==> config.mk <==
export PLATFORM = sky130hd
export DESIGN_NAME = fifo_async_wptr_ctrl
export DESIGN_NICKNAME = d
export VERILOG_FILES = /design/src/rtl/fifo_async_wptr_ctrl.sv
export SDC_FILE = /design/constraint.sdc
export NUM_CORES = 1
export LEC_CHECK = 0
export CORE_AREA = 2 2 39 41
export CTS_CLUSTER_DIAMETER = 50
export DETAILED_ROUTE_END_ITERATION = 8
export DIE_AREA = 0 0 41 43
export DONT_BUFFER_PORTS = 1
export SETUP_SLACK_MARGIN = 0.5
export SYNTH_ARGS = -nofsm -noshare
export SYNTH_HDL_FRONTEND = slang
export SYNTH_SLANG_ARGS = --single-unit
==> constraint.sdc <==
create_clock -name WCLK -period 2.75 [get_ports WCLK]
set_input_delay 0.275 -clock WCLK [delete_from_list [all_inputs] [get_ports WCLK]]
set_output_delay 0.275 -clock WCLK [all_outputs]
set_load 0.02 [all_outputs]
==> src/rtl/fifo_async_wptr_ctrl.sv <==
// ---------------------------------------------------------------------------
// fifo_async_wptr_ctrl
//
// Write-side pointer and status controller of an asynchronous FIFO. Lives
// entirely in the write clock domain. It takes the Gray read pointer after it
// has been synchronised into WCLK. It produces the binary and Gray write
// pointers, the RAM write address, and registered fill status.
//
// Parameters
//   ADDR_WIDTH  RAM address bits (2..16); DEPTH = 2**ADDR_WIDTH,
//               pointer width P = ADDR_WIDTH+1
//   AF_THRESH   fill level at which ALMOST_FULL asserts (1..DEPTH)
//
// Ports
//   WCLK         in   write clock, rising edge
//   NRST         in   synchronous active-low reset
//   W_EN         in   write request for this cycle
//   OVF_CLR      in   clears the sticky OVERFLOW flag
//   RPTR_G_SYNC  in   P  Gray read pointer, already synchronised to WCLK
//   WADDR        out  ADDR_WIDTH  RAM write address (low bits of WPTR_B)
//   WPTR_B       out  P  binary write pointer
//   WPTR_G       out  P  Gray write pointer, to the read-side synchroniser
//   FULL         out  FIFO full
//   ALMOST_FULL  out  fill level >= AF_THRESH
//   WLEVEL       out  P  fill level 0..DEPTH as seen from the write side
//   OVERFLOW     out  sticky: a write was attempted while FULL
//
// The RAM write strobe is W_EN & ~FULL, applied at the current WADDR.
// ---------------------------------------------------------------------------
module fifo_async_wptr_ctrl #(
    parameter int ADDR_WIDTH = 3,
    parameter int AF_THRESH  = (1 << ADDR_WIDTH) - 2
) (
    input  logic                  WCLK,
    input  logic                  NRST,
    input  logic                  W_EN,
    input  logic                  OVF_CLR,
    input  logic [ADDR_WIDTH:0]   RPTR_G_SYNC,
    output logic [ADDR_WIDTH-1:0] WADDR,
    output logic [ADDR_WIDTH:0]   WPTR_B,
    output logic [ADDR_WIDTH:0]   WPTR_G,
    output logic                  FULL,
    output logic                  ALMOST_FULL,
    output logic [ADDR_WIDTH:0]   WLEVEL,
    output logic                  OVERFLOW
);

    localparam int P     = ADDR_WIDTH + 1;
    localparam int DEPTH = 1 << ADDR_WIDTH;
    localparam logic [P-1:0] AF_THRESH_P = P'(AF_THRESH);

    // Elaboration-time parameter sanity checks.
    if (ADDR_WIDTH < 2 || ADDR_WIDTH > 16) begin : g_bad_aw
        $error("fifo_async_wptr_ctrl: ADDR_WIDTH out of range 2..16");
    end
    if (AF_THRESH < 1 || AF_THRESH > DEPTH) begin : g_bad_af
        $error("fifo_async_wptr_ctrl: AF_THRESH out of range 1..DEPTH");
    end

    function automatic logic [P-1:0] gray2bin(input logic [P-1:0] g);
        logic [P-1:0] b;
        b[P-1] = g[P-1];
        for (int i = P - 2; i >= 0; i--) begin
            b[i] = b[i+1] ^ g[i];
        end
        return b;
    endfunction

    logic [P-1:0] wptr_b_q, wptr_b_d;
    logic [P-1:0] wptr_g_q, wptr_g_d;
    logic [P-1:0] level_q,  level_d;
    logic         full_q,   full_d;
    logic         af_q,     af_d;
    logic         ovf_q,    ovf_d;

    logic [P-1:0] rbin;
    logic         accept;

    always_comb begin
        rbin   = gray2bin(RPTR_G_SYNC);
        accept = W_EN & ~full_q;

        // Pointers wrap naturally modulo 2**P.
        wptr_b_d = wptr_b_q + {{(P-1){1'b0}}, accept};
        wptr_g_d = (wptr_b_d >> 1) ^ wptr_b_d;

        // Modular difference never exceeds DEPTH because writes stop at full.
        level_d = wptr_b_d - rbin;

        // Full: pointers one lap apart, i.e. MSBs differ, address bits equal.
        full_d = (wptr_b_d[P-1] != rbin[P-1]) &&
                 (wptr_b_d[P-2:0] == rbin[P-2:0]);
        af_d   = (level_d >= AF_THRESH_P);

        // A set event (write while full) takes priority over a clear.
        if (W_EN && full_q) begin
            ovf_d = 1'b1;
        end else if (OVF_CLR) begin
            ovf_d = 1'b0;
        end else begin
            ovf_d = ovf_q;
        end
    end

    always_ff @(posedge WCLK) begin
        if (!NRST) begin
            wptr_b_q <= '0;
            wptr_g_q <= '0;
            level_q  <= '0;
            full_q   <= 1'b0;
            af_q     <= 1'b0;
            ovf_q    <= 1'b0;
        end else begin
            wptr_b_q <= wptr_b_d;
            wptr_g_q <= wptr_g_d;
            level_q  <= level_d;
            full_q   <= full_d;
            af_q     <= af_d;
            ovf_q    <= ovf_d;
        end
    end

    assign WPTR_B      = wptr_b_q;
    assign WPTR_G      = wptr_g_q;
    assign WADDR       = wptr_b_q[P-2:0];
    assign WLEVEL      = level_q;
    assign FULL        = full_q;
    assign ALMOST_FULL = af_q;
    assign OVERFLOW    = ovf_q;

endmodule

==> results.cfg, run 1 <==
[setup_path]
max_stage_delay_ps = 370
critPathLaunchType = flip-flop
critical_path_peak_fanout = 5
crit_chain = nor2b_1, ha_2, ha_2, ha_1, maj3_1, a31oi_1, xnor2_1, o21a_1
timing.critical_path.to_type = flip-flop
critPathMostFrequentCell = sky130_fd_sc_hd__ha_2
worst_path_max_delay_cell = sky130_fd_sc_hd__dfxtp_2
critPathArrivalTime_ps = 2310
crit_type = flip-flop to flip-flop
crit_required_ps = 2920

[timing]
period_needed_ps = 2140
fin_worst_skew_ps = 2.32
hold_viol_final = 0
timing_worst_slew_pin_value_ps = 562
setup_viol_count_final = 0
rsz0062_at_grt = false
final.setup.worst_slack_ps = 614
slew_headroom_pct = 62.5
slew_violations = 0
max_clock_freq_mhz = 468
post-route-period-util_pct = 77.7
final.setup.tns_ps = 0

[pwr]
clkPwrFrac_pct = 26.3
power_density_mw_per_mm2 = 784
power.leakage_nw = 0.298
ir_worst_vdd_mv = 0.299
share_seq_of_total_power_pct = 51.0
sw_frac_of_total_pct = 32.4
switchingPower_w = 0.000175
part_of_the_total_power_dissipated_in_combinational_logic_pct = 22.7
cell_internal_pwr_w = 0.000367

[route]
drt_first_pass_iters = 4
detail_route.drc_violations = 0
sum_of_routed_wire_segments_on_met1_um = 455
drtAntennaViolNets = 0
met3WireLength_um = 88
drt_iter0_drc = 4
route.final.wire_length_mm = 1.01
via_count = 411
met2WireLength_um = 448
routed_via_density = 4.89
routed_wire_length_per_instance_um = 12.0
routed.top_layer = met4

[floorplanning]
die_width_um = 41
num_io_pins = 26
placementRows = 14
total_core_area_mm2 = 0.00138
die-height_um = 43
initial_utilization_pct = 46.6
dieArea_mm2 = 0.00176

[final_layout]
antenna_cells = 0
layout.cells.most_common = sky130_fd_sc_hd__dfxtp_1
regArea_um2 = 282
layout.cells.most_common_list = 13 x sky130_fd_sc_hd__dfxtp_1, 10 x sky130_fd_sc_hd__nor2_1, 6 x sky130_fd_sc_hd__xor2_1
fillCellCount = 144
final_layout_size_suffix_gt1_share_pct = 19.1
design.final.nets = 82
area.growth.synth_to_final_pct = 7.38
combined_area_of_the_multi_input_logic_cells_um2 = 320

[global_route]
grt_first_pass_wirelength_mm = 1.50
grt.total_usage_pct = 13.1
via_count_of_the_first_global_routing_pass = 382
grt_antenna_before_repair = 0
grt-ovfl-total = 0
grt_max_degree = 11

[yosys]
number_of_synthesized_register_bits = 14
register_area_share_after_synthesis_pct = 43.5
mappedNetlistArea_um2 = 644
synthesis.area_per_instance_um2 = 9.76
postSynthNetCount = 79
synth.yosys.warnings = 0
synth_cell_type_count = 23
syn-instance-count = 66

[min_path]
min-delay-path-class = input port to flip-flop

[clock_tree]
cts-htree-levels = 1
worstSkewPairLatency_ps = 270
numCtsBuffers = 3
clock_tree_from_tritoncts = done
postCtsHoldBufs = 0
cts_num_sinks = 14
cts_post_setup_buffers_inserted = 0
clk_root_buf = sky130_fd_sc_hd__clkbuf_4
cts.path.max_buffers = 2
path_clk_slew_ps = 80

[placed_design]
place_congestion = 0.721
place.port_buffers = 0
dpl_worst_slack_ps = 468
dp.final_hpwl_um = 774

[run_status]
run_status = complete, no violations

[job]
maxCapViolations = 0
[Yosys cell counts]
| master | instances | share of area (%) |
|---|---|---|
| sky130_fd_sc_hd__dfxtp_1 | 14 | 43 |
| sky130_fd_sc_hd__nor2_1 | 10 | 5.8 |
| sky130_fd_sc_hd__xor2_1 | 6 | 8.2 |
| sky130_fd_sc_hd__buf_4 | 4 | 4.7 |
| sky130_fd_sc_hd__ha_1 | 4 | 7.8 |
| sky130_fd_sc_hd__inv_1 | 4 | 2.3 |
| sky130_fd_sc_hd__xnor2_1 | 4 | 5.4 |
| sky130_fd_sc_hd__a21oi_1 | 2 | 1.6 |
| sky130_fd_sc_hd__and2_2 | 2 | 2.3 |
| sky130_fd_sc_hd__nand2_1 | 2 | 1.2 |
| sky130_fd_sc_hd__nor3_1 | 2 | 1.6 |
| sky130_fd_sc_hd__a31oi_1 | 1 | 0.97 |
| sky130_fd_sc_hd__and2_1 | 1 | 0.97 |
| sky130_fd_sc_hd__and3_2 | 1 | 1.2 |
| sky130_fd_sc_hd__clkinv_1 | 1 | 0.58 |
| sky130_fd_sc_hd__fa_1 | 1 | 3.1 |
| sky130_fd_sc_hd__maj3_1 | 1 | 1.6 |
| sky130_fd_sc_hd__nand2b_1 | 1 | 0.97 |
| sky130_fd_sc_hd__nand3_1 | 1 | 0.78 |
| sky130_fd_sc_hd__nand4_1 | 1 | 0.97 |
| sky130_fd_sc_hd__nor2b_1 | 1 | 0.97 |
| sky130_fd_sc_hd__o21a_1 | 1 | 1.2 |
| sky130_fd_sc_hd__xor2_2 | 1 | 2.5 |
[layout make-up]
cell class / instances / area share (%)
repair buffers: 2 / 2.17
inverters: 5 / 2.71
well taps: 16 / 2.89
clock buffers: 4 / 5.24
multi-input cells: 43 / 46.3
flip-flops and latches: 14 / 40.7
[worst paths after layout]
check / cells past startpoint / end / from / slack, ps
worst max-delay path: 8 / ALMOST_FULL / FULL / 610
worst min-delay path: 1 / ALMOST_FULL / NRST / 120
worst max register to register: 8 / ALMOST_FULL / FULL / 610
worst min register to register: 2 / OVERFLOW / FULL / 530
[repair_timing]
item                                    4_1_cts  5_1_grt
hold endpoints to repair                      0        0
pin swaps                                     0        0
endpoints found under the setup margin        2        2
resized for setup                             1        2
[layer usage]
metal  vias up  track usage [%]
li1        208                -
met1       184             15.1
met2        17             18.4
met3         2             3.66
met4         0             12.0
met5         -                0
[sequential cells by signal, summed over array words and instances (netlist names)]
name and flops:
WPTR_B 4, OVERFLOW 1, ALMOST_FULL 1, WLEVEL 4, WPTR_G 3, FULL 1
[critical path: cells and delay by family, from the launching register on]
kind	cells	cell delay (ps)
flip-flops	1	370
AND/OR/NAND/NOR	1	120
AO/OA/AOI/OAI	2	380
XOR/XNOR	1	100
adder cells (fa/ha/maj)	4	1070
[logic make-up (layout without fill, tap and decap cells)]
logic type               Yosys count  count (layout)  synth area share (%)
XOR/XNOR                          11              11                  16.1
flip-flops                        14              14                  43.5
AO/OA/AOI/OAI                      4               4                  3.69
buffers and inverters              9              11                  7.57
adder cells (fa/ha/maj)            6               6                  12.4
AND/OR/NAND/NOR                   22              22                  16.7
[power by group through the flow]
stage / Sequential (W) / Combinational (W) / Clock [W]
6_report: 0.000277 / 0.000123 / 0.000142
5_1_grt: 0.000280 / 0.000139 / 0.000158
4_1_cts: 0.000277 / 0.000124 / 0.000148
3_5_place_dp: 0.000282 / 0.000123 / 0
3_3_place_gp: 0.000282 / 0.000121 / 0
2_1_floorplan: 0.000285 / 0.0000984 / 0
[stage by stage]
stage,util (%),hold slack (ps),instances,area (µm²),power (W)
after global placement,46.9,394,80,649,0.000402
after CTS,49.6,109,84,687,0.000549
after global routing,50.0,106,84,692,0.000577
final,50.0,118,84,692,0.000542
after floorplan,-,392,66,644,0.000383
after detailed placement,46.9,400,80,649,0.000405
(Power assumes the default switching activity.)
==> run 2, diff against run 1 <==
==> constraint.sdc (replaced) <==
create_clock -name WCLK -period 2 [get_ports WCLK]
set_input_delay 0.2 -clock WCLK [delete_from_list [all_inputs] [get_ports WCLK]]
set_output_delay 0.2 -clock WCLK [all_outputs]
set_load 0.02 [all_outputs]
==> run 2 against run 1 <==
  * Clock power rose by 43%
  * Via count rose by 3.6%
  * Global-route usage rose by 1.9 points
  * Non-clock buffer count rose by 6
  * Worst hold slack got worse by 84 ps
  * Sequential power rose by 38%
  * Die area did not move
==> results.cfg, run 2 (synthesized netlist as in run 1, its figures left out) <==
[final_layout]
layout.cells.most_common = sky130_fd_sc_hd__dfxtp_1
design.final.nets = 88
area.growth.synth_to_final_pct = 28.3
final_layout_size_suffix_gt1_share_pct = 39.2
layout.cells.most_common_list = 12 x sky130_fd_sc_hd__dfxtp_1, 10 x sky130_fd_sc_hd__nor2_1, 8 x sky130_fd_sc_hd__buf_4
antenna_cells = 0

[setup_path]
crit_type = flip-flop to flip-flop
critPathLaunchType = flip-flop
worst_path_max_delay_cell = sky130_fd_sc_hd__dfxtp_4
path_delay_family = adder cells
critPathArrivalTime_ps = 2010
crit_required_ps = 2180
critPathMostFrequentCell = sky130_fd_sc_hd__ha_4
worstPathBufferInverterCount = 0
timing.critical_path.to_type = flip-flop
crit_chain = nor2b_4, ha_4, ha_4, ha_4, maj3_2, a31oi_2, xnor2_1, o21a_1
critical_path_peak_fanout = 3
max_stage_delay_ps = 360

[global_route]
grt.total_usage_pct = 15.0
grt_first_pass_wirelength_mm = 1.71
grt_antenna_before_repair = 0
grt-ovfl-total = 0
via_count_of_the_first_global_routing_pass = 407
grt_max_degree = 11

[route]
routed_wire_length_per_instance_um = 12.0
via_count = 426
drt_iter0_drc = 9
detail_route.drc_violations = 0
routed_via_density = 4.73
drt_first_pass_iters = 2
drtAntennaViolNets = 0
route.final.wire_length_mm = 1.08

[timing]
period_needed_ps = 1830
final.setup.tns_ps = 0
rsz0062_at_grt = true
setup_viol_count_final = 0
slew_headroom_pct = 77.9
max_clock_freq_mhz = 547
post-route-period-util_pct = 91.4
hold_viol_final = 0
slew_violations = 0
final.setup.worst_slack_ps = 173
timing_worst_slew_pin_value_ps = 331
fin_worst_skew_ps = 2.55

[pwr]
part_of_the_total_power_dissipated_in_combinational_logic_pct = 27.1
share_seq_of_total_power_pct = 47.6
ir_worst_vdd_mv = 0.638
clkPwrFrac_pct = 25.4
switchingPower_w = 0.000263
power.leakage_nw = 0.347
power_density_mw_per_mm2 = 968
sw_frac_of_total_pct = 32.9
cell_internal_pwr_w = 0.000537

[floorplanning]
placementRows = 14
die_width_um = 41
dieArea_mm2 = 0.00176
die-height_um = 43
num_io_pins = 26
total_core_area_mm2 = 0.00138
initial_utilization_pct = 46.6

[placed_design]
dpl_worst_slack_ps = 69.3
place_congestion = 0.703
dp.final_hpwl_um = 799
place.port_buffers = 0

[clock_tree]
postCtsHoldBufs = 0
path_clk_slew_ps = 90
clock_tree_from_tritoncts = done
numCtsBuffers = 3
cts-htree-levels = 1
cts.path.max_buffers = 2
cts_num_sinks = 14
clk_root_buf = sky130_fd_sc_hd__clkbuf_4
worstSkewPairLatency_ps = 280

[min_path]
min-delay-path-class = input port to flip-flop

[job]
maxCapViolations = 0

[run_status]
run_status = complete, no violations
-- run 2: cell count changes in the layout (fill, tap and decap cells not counted), sizes merged --
| cell | previous run | this run |
|---|---|---|
| buf | 2 | 8 |
-- run 2: through the flow --
stage	total power [W]	area, µm²	hold WS (ps)	instances	utilization (%)
floorplan	0.000548	707	317	66	-
global placement	0.000580	742	325	84	53.6
detailed placement	0.000581	742	323	84	53.6
CTS	0.000792	803	25.4	90	58.0
global route	0.000850	827	24.1	90	59.8
finish	0.000800	827	34.0	90	59.8
-- run 2: area by class of cell --
cell class	instances	area (µm²)
Tap cell	16	20.0
Clock buffer	4	36.3
Timing Repair Buffer	8	60.1
Inverter	5	18.8
Sequential cell	14	285
Fill cell	125	557
Multi-Input combinational cell	43	407
-- run 2: final timing paths --
kind / startpoint / end / slack, ps / depth (start not counted)
setup / recovery: FULL / ALMOST_FULL / 170 / 8
hold / removal: NRST / ALMOST_FULL / 30 / 1
setup reg to reg: FULL / ALMOST_FULL / 170 / 8
hold reg to reg: WPTR_B[3] / WPTR_B[3] / 550 / 2
-- run 2: metal layers --
layer / GRT usage (%) / vias up / wire [µm]
met2: 21.3 / 17 / 507
met5: 0 / - / 0
met3: 5.24 / 4 / 73
met1: 18.3 / 183 / 476
li1: - / 222 / -
met4: 10.0 / 0 / 19
-- run 2: timing repair --
item / in CTS / in global routing
pin swaps: 4 / 3
resized for setup: 2 / 4
setup buffers: 2 / 0
setup endpoints to repair: 5 / 6
-- run 2: power by group through the flow --
| stage | clock, W | combinational (W) | sequential (W) |
|---|---|---|---|
| 6_report | 0.000203 | 0.000217 | 0.000381 |
| 5_1_grt | 0.000220 | 0.000244 | 0.000386 |
| 4_1_cts | 0.000207 | 0.000205 | 0.000380 |
| 3_5_place_dp | 0 | 0.000194 | 0.000387 |
| 3_3_place_gp | 0 | 0.000195 | 0.000385 |
| 2_1_floorplan | 0 | 0.000155 | 0.000393 |
==> run 3, diff against run 2 <==
--- a/config.mk
+++ b/config.mk
@@ -11,6 +11,7 @@
 export DIE_AREA = 0 0 41 43
 export DONT_BUFFER_PORTS = 1
 export SETUP_SLACK_MARGIN = 0.5
+export SKIP_CTS_REPAIR_TIMING = 1
 export SYNTH_ARGS = -nofsm -noshare
 export SYNTH_HDL_FRONTEND = slang
 export SYNTH_SLANG_ARGS = --single-unit
==> run 3 against run 2 <==
  * Cell area rose by 3.3%
  * Critical path depth did not move
  * Worst setup slack got worse by 19 ps
  * Global-route usage fell by 0.23 points
  * Flip-flop and latch count did not move
  * Power rose by 3.7%
  * Maximum frequency fell by 1.1%
  * Via count rose by 4.2%
  * Utilization rose by 2.0 points
  * Combinational power rose by 15%
  * First-iteration DRC count did not move
==> results.cfg, run 3 (synthesized netlist as in run 1, its figures left out) <==
[run_status]
run_status = complete, no violations

[floorplanning]
num_io_pins = 26
initial_utilization_pct = 46.6
die-height_um = 43
total_core_area_mm2 = 0.00138
die_width_um = 41
dieArea_mm2 = 0.00176
placementRows = 14

[timing]
setup_viol_count_final = 0
post-route-period-util_pct = 92.3
timing_worst_slew_pin_value_ps = 331
final.setup.tns_ps = 0
fin_worst_skew_ps = 2.46
max_clock_freq_mhz = 542
slew_violations = 0
hold_viol_final = 0
slew_headroom_pct = 77.8
period_needed_ps = 1850
rsz0062_at_grt = true

[pwr]
switchingPower_w = 0.000272
clkPwrFrac_pct = 24.0
share_seq_of_total_power_pct = 45.8
power.leakage_nw = 0.357
part_of_the_total_power_dissipated_in_combinational_logic_pct = 30.2
cell_internal_pwr_w = 0.000557
power_density_mw_per_mm2 = 971
ir_worst_vdd_mv = 0.588
sw_frac_of_total_pct = 32.8

[clock_tree]
cts-htree-levels = 1
cts_num_sinks = 14
clock_tree_from_tritoncts = done
clk_root_buf = sky130_fd_sc_hd__clkbuf_4
cts.path.max_buffers = 2
numCtsBuffers = 3
worstSkewPairLatency_ps = 280
path_clk_slew_ps = 80

[global_route]
grt_antenna_before_repair = 0
grt.total_usage_pct = 14.8
grt-ovfl-total = 0
via_count_of_the_first_global_routing_pass = 401
grt_max_degree = 11
grt_first_pass_wirelength_mm = 1.69

[setup_path]
crit_required_ps = 2180
crit_type = flip-flop to flip-flop
critPathArrivalTime_ps = 2030
critPathLaunchType = flip-flop
timing.critical_path.to_type = flip-flop
critical_path_peak_fanout = 3

[final_layout]
layout.cells.most_common_list = 12 x sky130_fd_sc_hd__dfxtp_1, 10 x sky130_fd_sc_hd__nor2_1, 10 x sky130_fd_sc_hd__buf_4
layout.cells.most_common = sky130_fd_sc_hd__dfxtp_1
final_layout_size_suffix_gt1_share_pct = 43.4
finish.instance_area_um2 = 855
area.growth.synth_to_final_pct = 32.6
antenna_cells = 0
design.final.nets = 90

[placed_design]
place_area_um2 = 742
place.port_buffers = 0
dp.final_hpwl_um = 799
place_congestion = 0.703

[route]
drtAntennaViolNets = 0
drt_iter0_drc = 9
via_count = 444
detail_route.drc_violations = 0
route.final.wire_length_mm = 1.11
routed_via_density = 4.83
drt_first_pass_iters = 3
routed_wire_length_per_instance_um = 12.1

[min_path]
min-delay-path-class = input port to flip-flop

[job]
maxCapViolations = 0
-- run 3: cell types whose count changed in the layout (fill, tap and decap cells not counted) --
cell	before	now
sky130_fd_sc_hd__ha_4	3	4
sky130_fd_sc_hd__inv_1	4	2
sky130_fd_sc_hd__ha_2	1	0
sky130_fd_sc_hd__inv_4	0	1
sky130_fd_sc_hd__buf_4	8	10
sky130_fd_sc_hd__inv_2	0	1
-- run 3: cell type report --
class | count | area [µm²]
clock buffers | 4 | 36.3
fillers | 118 | 529
inverters | 5 | 21.3
multi-input cells | 43 | 417
flip-flops and latches | 14 | 285
well taps | 16 | 20.0
repair buffers | 10 | 75.1
-- run 3: layer usage --
layer	up-vias	share of wire [%]	global-route usage, %
met3	4	6.6	5.76
met1	198	45	18.2
li1	225	-	-
met4	0	1.9	10.0
met5	-	0	0
met2	17	46	20.3
-- run 3: path summary, 6_finish.rpt --
| check | startpoint | end | slack (ps) | cells after the start |
|---|---|---|---|---|
| worst max register to register | FULL | ALMOST_FULL | 150 | 8 |
| worst min-delay path | NRST | ALMOST_FULL | 30 | 1 |
| worst min register to register | WPTR_B[3] | WPTR_B[3] | 550 | 2 |
| worst max-delay path | FULL | ALMOST_FULL | 150 | 8 |
-- run 3: power groups by stage --
stage / Clock [W] / Combinational (W) / Sequential (W)
2_1_floorplan: 0 / 0.000155 / 0.000393
3_3_place_gp: 0 / 0.000195 / 0.000385
3_5_place_dp: 0 / 0.000194 / 0.000387
4_1_cts: 0.000207 / 0.000194 / 0.000380
5_1_grt: 0.000219 / 0.000275 / 0.000386
6_report: 0.000199 / 0.000250 / 0.000380
-- run 3: critical path, stage by stage (launching register included) --
cell                      delay, ps
sky130_fd_sc_hd__dfxtp_4        350
sky130_fd_sc_hd__nor2b_4        120
sky130_fd_sc_hd__ha_4           150
sky130_fd_sc_hd__ha_4           210
sky130_fd_sc_hd__ha_4           150
sky130_fd_sc_hd__maj3_2         290
sky130_fd_sc_hd__a31oi_2        190
sky130_fd_sc_hd__xnor2_1        100
sky130_fd_sc_hd__o21a_1         170
-- run 3: stage by stage --
step / util, % / cells / total power, W / hold WS, ps / worst slack, ps
3_3_place_gp: 53.6 / 84 / 0.000580 / 325 / 74.2
6_report: 61.8 / 92 / 0.000830 / 33.9 / 153
3_5_place_dp: 53.6 / 84 / 0.000581 / 323 / 69.3
2_1_floorplan: - / 66 / 0.000548 / 317 / 135
4_1_cts: 56.2 / 88 / 0.000781 / 25.4 / 56.3
5_1_grt: 61.8 / 92 / 0.000880 / 23.5 / 74.9
